--- config.mk ---
export PLATFORM = sky130hd
export DESIGN_NAME = tty_writer
export DESIGN_NICKNAME = d
export VERILOG_FILES = /design/src/rtl/tty_writer_pkg.sv /design/src/rtl/tty_writer.sv
export SDC_FILE = /design/constraint.sdc
export NUM_CORES = 1
export LEC_CHECK = 0
export BUFFER_PORTS_ARGS = -buffer_cell sky130_fd_sc_hd__buf_2
export CAP_MARGIN = 30
export CORE_ASPECT_RATIO = 1.5
export CORE_MARGIN = 2
export CORE_UTILIZATION = 37
export DETAILED_ROUTE_END_ITERATION = 16
export PLACE_DENSITY_LB_ADDON = 0.15
export SYNTH_ARGS = -nofsm -noshare
export SYNTH_HDL_FRONTEND = slang
export SYNTH_SLANG_ARGS = --single-unit
--- constraint.sdc ---
create_clock -name clk_data -period 6.6 [get_ports clk_data]
set_input_delay 0.99 -clock clk_data [delete_from_list [all_inputs] [get_ports clk_data]]
set_output_delay 0.99 -clock clk_data [all_outputs]
set_load 0.005 [all_outputs]
--- src/rtl/tty_writer_pkg.sv ---
// Shared definitions for the tty_writer text-RAM writer: FSM states,
// control-code byte values and text-RAM address field geometry.
package tty_writer_pkg;

  // Writer FSM states. IDLE is the only state that accepts host bytes.
  typedef enum logic [1:0] {
    ST_IDLE     = 2'd0,
    ST_CLR_LINE = 2'd1,
    ST_CLR_ALL  = 2'd2
  } tty_state_t;

  // Control codes interpreted by the writer.
  localparam logic [7:0] CH_BS    = 8'h08;
  localparam logic [7:0] CH_LF    = 8'h0A;
  localparam logic [7:0] CH_FF    = 8'h0C;
  localparam logic [7:0] CH_CR    = 8'h0D;
  localparam logic [7:0] CH_SPACE = 8'h20;
  localparam logic [7:0] CH_TILDE = 8'h7E;

  // Text-RAM address fields: {row, col}. Fixed at the maximum geometry.
  localparam int ROW_W  = 6;
  localparam int COL_W  = 7;
  localparam int ADDR_W = ROW_W + COL_W;

  // Printable ASCII range, space through tilde inclusive.
  function automatic logic is_printable(input logic [7:0] b);
    return (b >= CH_SPACE) && (b <= CH_TILDE);
  endfunction

  // Pack a row/column pair into a text-RAM address.
  function automatic logic [ADDR_W-1:0] make_addr(input logic [ROW_W-1:0] row,
                                                  input logic [COL_W-1:0] col);
    return {row, col};
  endfunction

endpackage

--- src/rtl/tty_writer.sv ---
// Character-stream to text-RAM writer. Printable bytes are written at the
// cursor, CR/LF/BS/FF move the cursor, and scrolling past the last row or an
// FF triggers a space-fill of one line or the whole buffer, during which the
// host stream is stalled through ch_ready.
//
// Host handshake: a byte transfers on a rising clk_data edge where both
// ch_valid and ch_ready are high. ch_ready depends only on internal state,
// never on ch_valid; the host may hold ch_valid high across stalls and must
// keep ch_data stable until the transfer edge.
module tty_writer
  import tty_writer_pkg::*;
#(
  parameter int NCOLS = 128,
  parameter int NROWS = 64
) (
  input  logic               clk_data,
  input  logic               irstn,
  input  logic [7:0]         ch_data,
  input  logic               ch_valid,
  output logic               ch_ready,
  output logic [ADDR_W-1:0]  addrb,
  output logic [7:0]         dinb,
  output logic               web,
  output logic               enb,
  output logic [ROW_W-1:0]   cur_row,
  output logic [COL_W-1:0]   cur_col,
  output logic               busy,
  output tty_state_t         fsm_state
);

  // Geometry derived from the parameters. Column bits below COL_W and row
  // bits below ROW_W are the only ones ever non-zero.
  localparam int COL_BITS = $clog2(NCOLS);

  localparam logic [COL_W-1:0]  COL_LAST   = COL_W'(NCOLS - 1);
  localparam logic [ROW_W-1:0]  ROW_LAST   = ROW_W'(NROWS - 1);
  localparam logic [ADDR_W-1:0] COL_MASK   = ADDR_W'(NCOLS - 1);
  localparam logic [ADDR_W-1:0] ROW_MASK   = ADDR_W'(NROWS - 1);
  localparam logic [ADDR_W-1:0] LINE_LAST  = ADDR_W'(NCOLS - 1);
  localparam logic [ADDR_W-1:0] ALL_LAST   = ADDR_W'(NROWS * NCOLS - 1);

  tty_state_t        state;
  logic              alive;
  logic [ADDR_W-1:0] clr_cnt;

  // Decoded view of the byte offered this cycle.
  logic              accept;
  logic              printable;
  logic              do_wrap;
  logic              do_lf;
  logic [COL_W-1:0]  clr_all_col;
  logic [ROW_W-1:0]  clr_all_row;

  // Decode the incoming byte and split the shared clear counter into fields.
  always_comb begin
    accept      = ch_valid && ch_ready;
    printable   = is_printable(ch_data);
    do_wrap     = accept && printable && (cur_col == COL_LAST);
    do_lf       = do_wrap || (accept && (ch_data == CH_LF));
    clr_all_col = COL_W'(clr_cnt & COL_MASK);
    clr_all_row = ROW_W'((clr_cnt >> COL_BITS) & ROW_MASK);
  end

  // ch_ready stays low until the first edge after reset release.
  always_ff @(posedge clk_data or negedge irstn) begin
    if (!irstn) begin
      alive <= 1'b0;
    end else begin
      alive <= 1'b1;
    end
  end

  // Writer FSM with registered RAM outputs and cursor.
  always_ff @(posedge clk_data or negedge irstn) begin
    if (!irstn) begin
      state   <= ST_IDLE;
      cur_row <= '0;
      cur_col <= '0;
      clr_cnt <= '0;
      web     <= 1'b0;
      addrb   <= '0;
      dinb    <= '0;
    end else begin
      web <= 1'b0;
      case (state)
        ST_IDLE: begin
          if (accept) begin
            if (printable) begin
              web   <= 1'b1;
              addrb <= make_addr(cur_row, cur_col);
              dinb  <= ch_data;
              if (cur_col == COL_LAST) begin
                cur_col <= '0;
              end else begin
                cur_col <= cur_col + 1'b1;
              end
            end else begin
              case (ch_data)
                CH_CR: cur_col <= '0;
                CH_BS: begin
                  if (cur_col != '0) begin
                    cur_col <= cur_col - 1'b1;
                  end
                end
                CH_FF: begin
                  cur_row <= '0;
                  cur_col <= '0;
                  clr_cnt <= '0;
                  state   <= ST_CLR_ALL;
                end
                default: ;
              endcase
            end
            // Line feed, explicit or from auto-wrap; the last row scrolls
            // back to row 0 and blanks it.
            if (do_lf) begin
              if (cur_row == ROW_LAST) begin
                cur_row <= '0;
                clr_cnt <= '0;
                state   <= ST_CLR_LINE;
              end else begin
                cur_row <= cur_row + 1'b1;
              end
            end
          end
        end

        ST_CLR_LINE: begin
          web   <= 1'b1;
          addrb <= make_addr(cur_row, COL_W'(clr_cnt & COL_MASK));
          dinb  <= CH_SPACE;
          if (clr_cnt == LINE_LAST) begin
            state <= ST_IDLE;
          end else begin
            clr_cnt <= clr_cnt + 1'b1;
          end
        end

        ST_CLR_ALL: begin
          web   <= 1'b1;
          addrb <= make_addr(clr_all_row, clr_all_col);
          dinb  <= CH_SPACE;
          if (clr_cnt == ALL_LAST) begin
            state <= ST_IDLE;
          end else begin
            clr_cnt <= clr_cnt + 1'b1;
          end
        end

        default: state <= ST_IDLE;
      endcase
    end
  end

  // Status outputs derived from the registered state.
  always_comb begin
    ch_ready  = alive && (state == ST_IDLE);
    busy      = (state != ST_IDLE);
    enb       = web;
    fsm_state = state;
  end

  // The RAM enable always tracks the write strobe.
  always @(posedge clk_data) begin
    if (irstn) begin
      assert (enb == web) else $error("enb differs from web");
    end
  end

endmodule

==> results.md, run 1 <==
* Iteration-0 DRC Markers at 179
* Layout overhead on the synthesized area at 15.1%
* Worst path required time at 6.83 ns
* Hold Crit Class: flip-flop to flip-flop
* Post-Syn Instances at 360
* Initial Util at 37.9%
* Vias in the first global route at 2888
* Syn_nets at 380
* Worst Max-Slew Pin Slew at 0.818 ns
* CP Max Fanout at 27
* Setup Buffers After CTS at 0
* Final ANT Viol Nets at 0
* Max Cap Viol at 0
* First-pass GRT wire length at 14900 µm
* Core Area at 8360 µm²
* CTS root buffer: clkbuf_16
* Vias at 2898
* Register area share after synthesis at 40.3%
* Row count at 41
* Worst-Skew Late Latency at 0.30 ns
* CP Data Arrival Time at 3.14 ns
* Final Max Tran Viols at 0
* Residual DRC at 0
* Ys Warns at 0
* Unique masters post-synth at 60
* Run status: finished, final reports clean
* Cts hold-fix bufs at 0
* All-Layer GR Usage at 20.4%
* Most used DFF post-synth: dfrtp_1
* RSZ-0062 raised after global routing: false
* DP Area at 3490 µm²
* WHS Path Cells at 2
* Crit end category: flip-flop
* Max Freq at 344 MHz
* Post-synthesis register bit count at 51
* Critical path's largest stage delay at 0.75 ns
* Final hold vios at 0
* Post-synth top area share at 40.3%
* Worst Reg2Reg Path Length in Cells at 6
* Lkg Pwr at 1.59 nW
* Post-DP HPWL at 6770 µm
* Slowest CP cell: clkinv_1
* Layout cells sized above 1 at 18.7%
* Drt pass-1 iters at 4
* WL/cell at 18.0 µm
* Synthesized area per cell at 8.80 µm²
* Die width at 79.5 µm
* Commonest non-fill, non-tap cells in the layout: 51 x dfrtp_1, 50 x buf_2, 31 x a21oi_1, 31 x nor2_1, 28 x inv_1
* Cell accounting for the most synthesized area: dfrtp_1
* Synth area leaders: dfrtp_1 40%, a21oi_1 5.1%, a22oi_1 4.3%, nand3_1 3.8%, nor2_1 3.7%
* Ys async rst share at 100%
* Nets at 421
* Placed cell count at 501
* Final setup viols at 0
* Number of port buffers at 50
* Hold Startpoint: dinb[7]$_DFFE_PN0P_
* Largest net degree at the start of global routing at 52
* Slew headroom at 45.5%
* Crit Path Category: flip-flop to flip-flop
* Fillers at 849
* Die area at 9330 µm²
* Skew final at 0.00814 ns
* Mapped cell area at 3170 µm²
* Tmin final at 2.91 ns
* # H-tree levels at 2
* WHS Endpoint: dinb[7]$_DFFE_PN0P_
* Most Frequent Cell on Critical Path: a21oi_1
* Finished Cell Area at 3640 µm²
* Post-synth EDFFs at 0
* Commonest non-fill, non-tap cell in the layout: dfrtp_1
* # IOs at 51
* CTS Buf Count at 5
* CP startpoint kind: flip-flop
* CTS clk-pin slew, worst paths at 0.08 ns
* Total wire length at 9160 µm
* Crit path cell chain: inv_1 -> ha_1 -> clkinv_1 -> a21oi_1 -> a22oi_1 -> a21oi_1
* Vias per cell at 5.69
* Initial antenna violation count at 0
* Worst VDD drop at 0.000110 V
* CTS Sinks at 51
* Finished Layout Cells at 509
* Reg-to-Reg Start: fsm_state[0]$_DFFE_PN0P_
* Clock Tree Buf Depth at 2
* Congestion Overflow GR at 0
* Die H at 117 µm
* Post-CTS Resized at 0
* Pwr Density at 299 nW/µm²
* CTS tree: built
* R2R Setup Slk at 3.69 ns
* Setup TNS at 0 ns
* Final RePlAce weighted congestion at 0.921
* Number of diodes at 0
* R2R Path End: addrb[0]$_DFFE_PN0P_
* Period utilization at 44.1%
[cell usage after synthesis (2+ instances only)]
library cell	count
nand2b_1	2
nor3_1	13
nor2b_1	2
or4b_2	2
a21o_1	2
o2111ai_1	3
a211oi_1	2
nor4_1	5
and4_1	5
dfrtp_1	51
o22ai_1	5
a221oi_1	6
nand3_1	24
or4_1	2
o21ai_0	16
o211ai_1	9
or2_2	3
o21ai_1	2
and3_1	6
mux2i_1	7
nor2_1	31
buf_2	2
clkbuf_1	11
nor4_4	2
a22oi_1	18
nand4_1	5
ha_1	9
and2_1	5
nand2_1	16
a21oi_1	32
inv_1	28
a2111oi_0	3
o21bai_1	2
clkbuf_2	3
[metal layers]
layer | part of all wire [%] | GRT usage, % | vias to the layer above | routed length [µm]
met4 | 2.6 | 9.48 | 0 | 240
met3 | 3.3 | 2.77 | 15 | 301
met2 | 55 | 35.9 | 55 | 5000
li1 | - | - | 1424 | -
met5 | 0 | 0 | - | 0
met1 | 39 | 24.0 | 1404 | 3610
[final cells by class]
| class | instances | area (µm²) | share of cell area, % |
|---|---|---|---|
| clock buffer | 5 | 125 | 3.43 |
| clock inverter | 3 | 26.3 | 0.721 |
| inverter | 29 | 109 | 2.99 |
| multi-input combinational | 262 | 1700 | 46.7 |
| sequential | 51 | 1280 | 35.0 |
| tap | 107 | 134 | 3.67 |
| timing repair buffer | 52 | 273 | 7.49 |
[how the worst max path moves through the flow]
stage                                   from                endpoint  slack (ns)  depth (start not counted)
floorplan                         ch_data[6]  cur_col[6]$_DFFE_PN0P_        4.06                          6
global placement                  ch_data[6]  cur_col[6]$_DFFE_PN0P_        3.54                          6
detailed placement                ch_data[6]  cur_col[6]$_DFFE_PN0P_        3.56                          6
CTS                 fsm_state[1]$_DFFE_PN0P_    addrb[0]$_DFFE_PN0P_        3.67                          6
global route        fsm_state[0]$_DFFE_PN0P_    addrb[4]$_DFFE_PN0P_        3.41                          6
finish              fsm_state[0]$_DFFE_PN0P_    addrb[0]$_DFFE_PN0P_        3.69                          6
[power breakdown]
part	leakage, nW	switching (mW)	internal, mW
logic	0.917	0.172	0.146
registers	0.596	0.110	0.387
clock network	0.0748	0.131	0.144
[critical path, delay by kind of cell (launching register included)]
kind                     cells  cell delay (ns)
flip-flops                   1             0.41
adder cells (fa/ha/maj)      1             0.55
buffers and inverters        2             0.83
AO/OA/AOI/OAI                3             1.04
[metrics by stage]
step                hold slack (ns)  power, mW  setup slack (ns)  utilization [%]
global route                  0.514       1.17              3.41             43.6
CTS                           0.494       1.10              3.67             43.6
floorplan                     0.483      0.684              4.06                -
global placement              0.479      0.814              3.54             41.6
detailed placement            0.483      0.821              3.56             41.8
finish                        0.490       1.09              3.69             43.6
[flip-flops by register name, indices dropped and copies added (netlist names)]
register   flops
cur_row        6
clr_cnt       13
dinb           8
enb            1
addrb         13
alive          1
cur_col        7
fsm_state      2
[kinds of logic (layout without fill, tap and decap cells)]
group,Yosys count,after routing,share of synthesized area [%]
other cells,1,1,0.118
fa+ha+maj,9,9,3.56
simple gates,129,129,22.9
buf+inv,47,89,6.12
flops,51,51,40.3
mux,8,8,2.57
compound gates,115,115,24.5
Power figures use the tool's default switching activity.
==> inputs of run 2 (changes only) <==
- ABC_AREA: unset -> 1
- clock period: 6.6 -> 2.5 ns (I/O delays scaled with it)
==> run 2 against run 1 <==
Net effect: first-iteration DRC count fell by 33%; flip-flop and latch count did not move; non-clock buffer count rose by 2; critical endpoint is now addrb[5]$_DFFE_PN0P_.
==> results.md, run 2 <==
* Period utilization at 87.9%
* Worst VDD drop at 0.000413 V
* Most instantiated cells after synthesis: 123 x nand2_1, 54 x inv_1, 51 x dfrtp_1
* Hold Crit Class: input pin to async pin
* Nets at 509
* Most used DFF post-synth: dfrtp_1
* Tmin final at 2.20 ns
* Post-Syn Instances at 436
* Vias in the first global route at 2994
* PnR Total Power at 3.10 mW
* Crit Path Category: flip-flop to flip-flop
* Final RePlAce weighted congestion at 0.891
* CTS Sinks at 51
* Largest regs: addrb x13, clr_cnt x13, dinb x8
* Post-CTS Resized at 0
* Vias at 2977
* Commonest non-fill, non-tap cells in the layout: 123 x nand2_1, 54 x inv_1, 51 x dfrtp_1
* Cell accounting for the most synthesized area: dfrtp_1
* Unique masters post-synth at 35
* Post-synthesis register bit count at 51
* # H-tree levels at 2
* Initial Util at 38.1%
* Final ANT Viol Nets at 0
* Core Area at 8360 µm²
* WL/cell at 14.3 µm
* Worst-Skew Late Latency at 0.30 ns
* Residual DRC at 0
* Pre-CTS setup slack at 0.333 ns
* Die width at 79.7 µm
* Row count at 41
* Die area at 9380 µm²
* Number of port buffers at 50
* Post-synth top area share at 40.1%
* CTS Buf Count at 5
* Skew final at 0.00580 ns
* RSZ-0062 raised after global routing: false
* All-Layer GR Usage at 19.5%
* CTS clk-pin slew, worst paths at 0.07 ns
* Vias per cell at 4.99
* Clock Tree Buf Depth at 2
* Register area share after synthesis at 40.1%
* Post-DP HPWL at 6650 µm
* Synthesized area per cell at 7.30 µm²
* Synth area leaders: dfrtp_1 40%, nand2_1 15%, inv_1 6.4%, nand3_1 5.8%, nor2_1 5.2%
* Count leader, synth: nand2_1
* Cts hold-fix bufs at 0
* First-pass GRT wire length at 14400 µm
* Number of diodes at 0
* Total wire length at 8530 µm
* CTS tree: built
* Setup TNS at 0 ns
* Iteration-0 DRC Markers at 120
* Largest net degree at the start of global routing at 25
* Ys Warns at 0
* Final setup viols at 0
* Drt pass-1 iters at 4
* Congestion Overflow GR at 0
* Final WS setup at 0.303 ns
* Pwr Density at 836 nW/µm²
* Critical path's largest stage delay at 0.44 ns
* Final hold vios at 0
* CP Data Arrival Time at 2.42 ns
* Mapped cell area at 3180 µm²
* Worst Max-Slew Pin Slew at 0.566 ns
* Lkg Pwr at 1.95 nW
* Final Max Tran Viols at 0
* Slew headroom at 62.2%
* Die H at 118 µm
* Run status: finished, final reports clean
* Crit path cell chain: inv_1 -> ha_1 -> nand2_2 -> nor2_4 -> nor2_2 -> nor2_4 -> nand2_2 -> inv_1 -> nor2_1 -> a31oi_1
* CTS root buffer: clkbuf_16
* # IOs at 51
* Worst path required time at 2.72 ns
* Commonest non-fill, non-tap cell in the layout: nand2_1
* Fin Hold WS at 0.0563 ns
* Ys async rst share at 100%
* Setup Buffers After CTS at 0
* Syn_nets at 456
* Max Freq at 455 MHz
* Layout overhead on the synthesized area at 16.5%
* Post-synth EDFFs at 0
* CP startpoint kind: flip-flop
* Initial antenna violation count at 0
* Max Cap Viol at 0
* CP Max Fanout at 20
* Crit end category: flip-flop
* Slowest CP cell: dfrtp_1
* Layout cells sized above 1 at 16.7%
==> run 2: critical path, delay by kind of cell (launching register included) <==
kind	cells	cell delay [ns]
AOI/OAI and AO/OA	1	0.17
adders and majority gates	1	0.28
buffers and inverters	2	0.56
DFF	1	0.44
and+or+nand+nor	6	0.65
==> run 2: path summary, 6_finish.rpt <==
check	startpoint	end	slack, ns	cells past startpoint
worst max-delay path	fsm_state[0]$_DFFE_PN0P_	addrb[5]$_DFFE_PN0P_	0.30	10
worst min-delay path	irstn	cur_row[3]$_DFFE_PN0P_	0.06	1
worst max register to register	fsm_state[0]$_DFFE_PN0P_	addrb[5]$_DFFE_PN0P_	0.30	10
worst min register to register	addrb[8]$_DFFE_PN0P_	addrb[8]$_DFFE_PN0P_	0.48	2
max in group asynchronous	irstn	addrb[0]$_DFFE_PN0P_	1.83	2
min in group clk_data	ch_data[2]	dinb[2]$_DFFE_PN0P_	0.36	3
==> run 2: cell type report <==
cell class,count,area [µm²]
timing repair buffer,54,280
fill,849,4650
inverter,59,224
clock buffer,8,156
tap,107,134
multi-input combinational,318,1640
sequential,51,1280
==> run 2: through the flow <==
step	util, %	std cells	cell area, µm²
6_report	44.4	597	3710
4_1_cts	44.4	597	3710
3_3_place_gp	42.5	589	3550
2_1_floorplan	-	436	3180
5_1_grt	44.4	597	3710
3_5_place_dp	42.5	589	3550
==> run 2: kinds of logic after synthesis <==
family                     Yosys count  share of synthesized area (%)
and+or+nand+nor                    239                           34.2
buffers and inverters               67                           8.41
AOI/OAI and AO/OA                   56                           10.1
DFF                                 51                           40.1
xor gates and xnor gates            13                           3.58
adders and majority gates            9                           3.54
other                                1                          0.118
==> run 2: routing by layer <==
| metal | vias to the layer above | track usage, % | part of all wire, % |
|---|---|---|---|
| li1 | 1518 | - | - |
| met1 | 1392 | 22.6 | 41 |
| met2 | 57 | 35.4 | 54 |
| met3 | 10 | 2.91 | 3.5 |
| met4 | 0 | 6.78 | 1.8 |
| met5 | - | 0 | 0 |
==> run 2: power by group <==
part	internal [mW]	switching, mW	total (mW)
logic	0.460	0.610	1.07
clock network	0.427	0.307	0.734
registers	1.07	0.230	1.30
total	1.96	1.15	3.10
==> inputs of run 3 (changes only) <==
- BUFFER_PORTS_ARGS: -buffer_cell sky130_fd_sc_hd__buf_2 -> unset
- DONT_BUFFER_PORTS: unset -> 1
==> run 3 against run 2 <==
Net effect: final area decreased by 4.8%; combinational power decreased by 22%; global-route usage decreased by 0.38 points; flip-flop and latch count unchanged; routed wire length decreased by 1.5%; maximum frequency decreased by 0.45%; critical path type unchanged; critical endpoint is now clr_cnt[1]$_DFFE_PN0P_; highest routed layer unchanged.
==> results.md, run 3 (synthesized netlist as in run 2, its figures left out) <==
* Run status: finished, final reports clean
* Cell count along the critical path at 11
* # H-tree levels at 2
* Crit Path Category: flip-flop to flip-flop
* Hold Crit Class: input pin to flip-flop
* Finished Layout Cells at 548
* Residual DRC at 0
* Skew final at 0.00791 ns
* Die H at 118 µm
* Max Cap Viol at 0
* CTS tree: built
* Setup TNS at 0 ns
* Flop pwr share at 43.9%
* Final hold vios at 0
* Most Frequent Cell on Critical Path: nand2_2
* Worst VDD drop at 0.000402 V
* First-pass GRT wire length at 14100 µm
* CP Max Fanout at 8
* Combinational Power Share at 26.8%
* Core Area at 8360 µm²
* Max Freq at 453 MHz
* Total wire length at 8400 µm
* CTS clk-pin slew, worst paths at 0.07 ns
* Lkg Pwr at 1.77 nW
* Worst Reg2Reg Path Length in Cells at 11
* NetSw at 1.13 mW
* CTS Buf Count at 5
* Congestion Overflow GR at 0
* Initial antenna violation count at 0
* Tmin final at 2.21 ns
* Row count at 41
* Vias in the first global route at 2764
* Layout overhead on the synthesized area at 11.0%
* WP buf/inv at 1
* Initial Util at 38.1%
* Final setup viols at 0
* RSZ-0062 raised after global routing: false
* Clock Power Share at 29.3%
* # IOs at 51
* Fillers at 865
* Fin util at 42.3%
* Drt pass-1 iters at 4
* Commonest non-fill, non-tap cell in the layout: nand2_1
* Clock Tree Buf Depth at 2
* Nets at 460
* Final ANT Viol Nets at 0
* Die width at 79.7 µm
* Iteration-0 DRC Markers at 161
* Final RePlAce weighted congestion at 0.866
* PnR Total Power at 3.10 mW
* Commonest non-fill, non-tap cells in the layout: 123 x nand2_1, 53 x inv_1, 51 x dfrtp_1
* Slowest CP cell: dfrtp_1
* Largest regs: addrb x13, clr_cnt x13, dinb x8
* CTS root buffer: clkbuf_16
* Layout cells sized above 1 at 7.71%
* Switching portion of total power at 36.4%
* Period utilization at 88.3%
* CP Data Arrival Time at 2.40 ns
* Crit end category: flip-flop
* Int Pwr at 1.97 mW
* Critical path's largest stage delay at 0.45 ns
* CTS Sinks at 51
* Worst path required time at 2.69 ns
* WL/cell at 15.3 µm
* All-Layer GR Usage at 19.1%
* Setup Buffers After CTS at 0
* CP startpoint kind: flip-flop
* Final Max Tran Viols at 0
* WHS Path Cells at 2
* Post-DP HPWL at 6450 µm
* Worst-Skew Late Latency at 0.30 ns
* Placed cell count at 538
* Number of diodes at 0
* Vias at 2809
* Die area at 9380 µm²
* Vias per cell at 5.13
* Crit path cell chain: inv_1 -> ha_1 -> nand2_2 -> nor2_4 -> nand4_1 -> nand2_2 -> nand2_2 -> nand3_1 -> nand2_2 -> nand2_1 -> nand2_1
* Largest delay share family, worst path: simple AND/OR/NAND/NOR gates
* Number of port buffers at 0
* Largest net degree at the start of global routing at 52
* Pwr Density at 878 nW/µm²
[run 3: through the flow]
stage	area, µm²	worst slack (ns)	hold WS [ns]
3_5_place_dp	3300	0.283	0.0806
4_1_cts	3530	0.269	0.222
3_3_place_gp	3300	0.419	0.0806
2_1_floorplan	3180	0.728	0.0794
6_report	3530	0.293	0.223
5_1_grt	3530	0.0670	0.221
[run 3: timing repair]
action                     4_1_cts  5_1_grt
hold buffers                     2        0
setup endpoints to repair        0        4
gates resized for setup          0        1
hold endpoints to repair        51        0
[run 3: cell type report]
type                    instances  area [µm²]  area share [%]
multi-input cells             318        1640            46.4
flip-flops and latches         51        1280            36.1
inverters                      59         228            6.44
well taps                     107         134            3.79
clock buffers                   5         125            3.54
clock inverters                 3        71.3            2.02
repair buffers                  5        60.1            1.70
[run 3: power groups by stage]
stage	registers [mW]	clock network (mW)	logic (mW)
floorplan	1.28	0	0.685
global placement	1.38	0	0.804
detailed placement	1.38	0	0.817
CTS	1.37	0.930	0.842
global route	1.41	0.970	0.980
finish	1.36	0.910	0.830
[run 3: worst paths after layout]
check                                         start                      to  slack, ns
setup / recovery           fsm_state[0]$_DFFE_PN0P_  clr_cnt[1]$_DFFE_PN0P_       0.29
max in group asynchronous                     irstn  clr_cnt[2]$_DFFE_PN0P_       1.68
min in group asynchronous                     irstn  cur_row[3]$_DFFE_PN0P_       0.59
hold / removal                           ch_data[6]     dinb[6]$_DFFE_PN0P_       0.22
setup reg to reg           fsm_state[0]$_DFFE_PN0P_  clr_cnt[1]$_DFFE_PN0P_       0.29
hold reg to reg                addrb[9]$_DFFE_PN0P_    addrb[9]$_DFFE_PN0P_       0.51
[run 3: routing by layer]
metal  global-route usage [%]  vias up  wire length, µm
met5                        0        -                0
met4                     7.63        0              216
met3                     5.21       13              408
met2                     33.8       55             4430
met1                     21.1     1320             3350
li1                         -     1421                -
[run 3: worst register-to-register path: stages, from the launching register on]
cell and delay, ns:
dfrtp_1 0.45, inv_1 0.13, ha_1 0.29, nand2_2 0.12, nor2_4 0.18, nand4_1 0.19, nand2_2 0.20, nand2_2 0.11
nand3_1 0.18, nand2_2 0.13, nand2_1 0.08, nand2_1 0.05
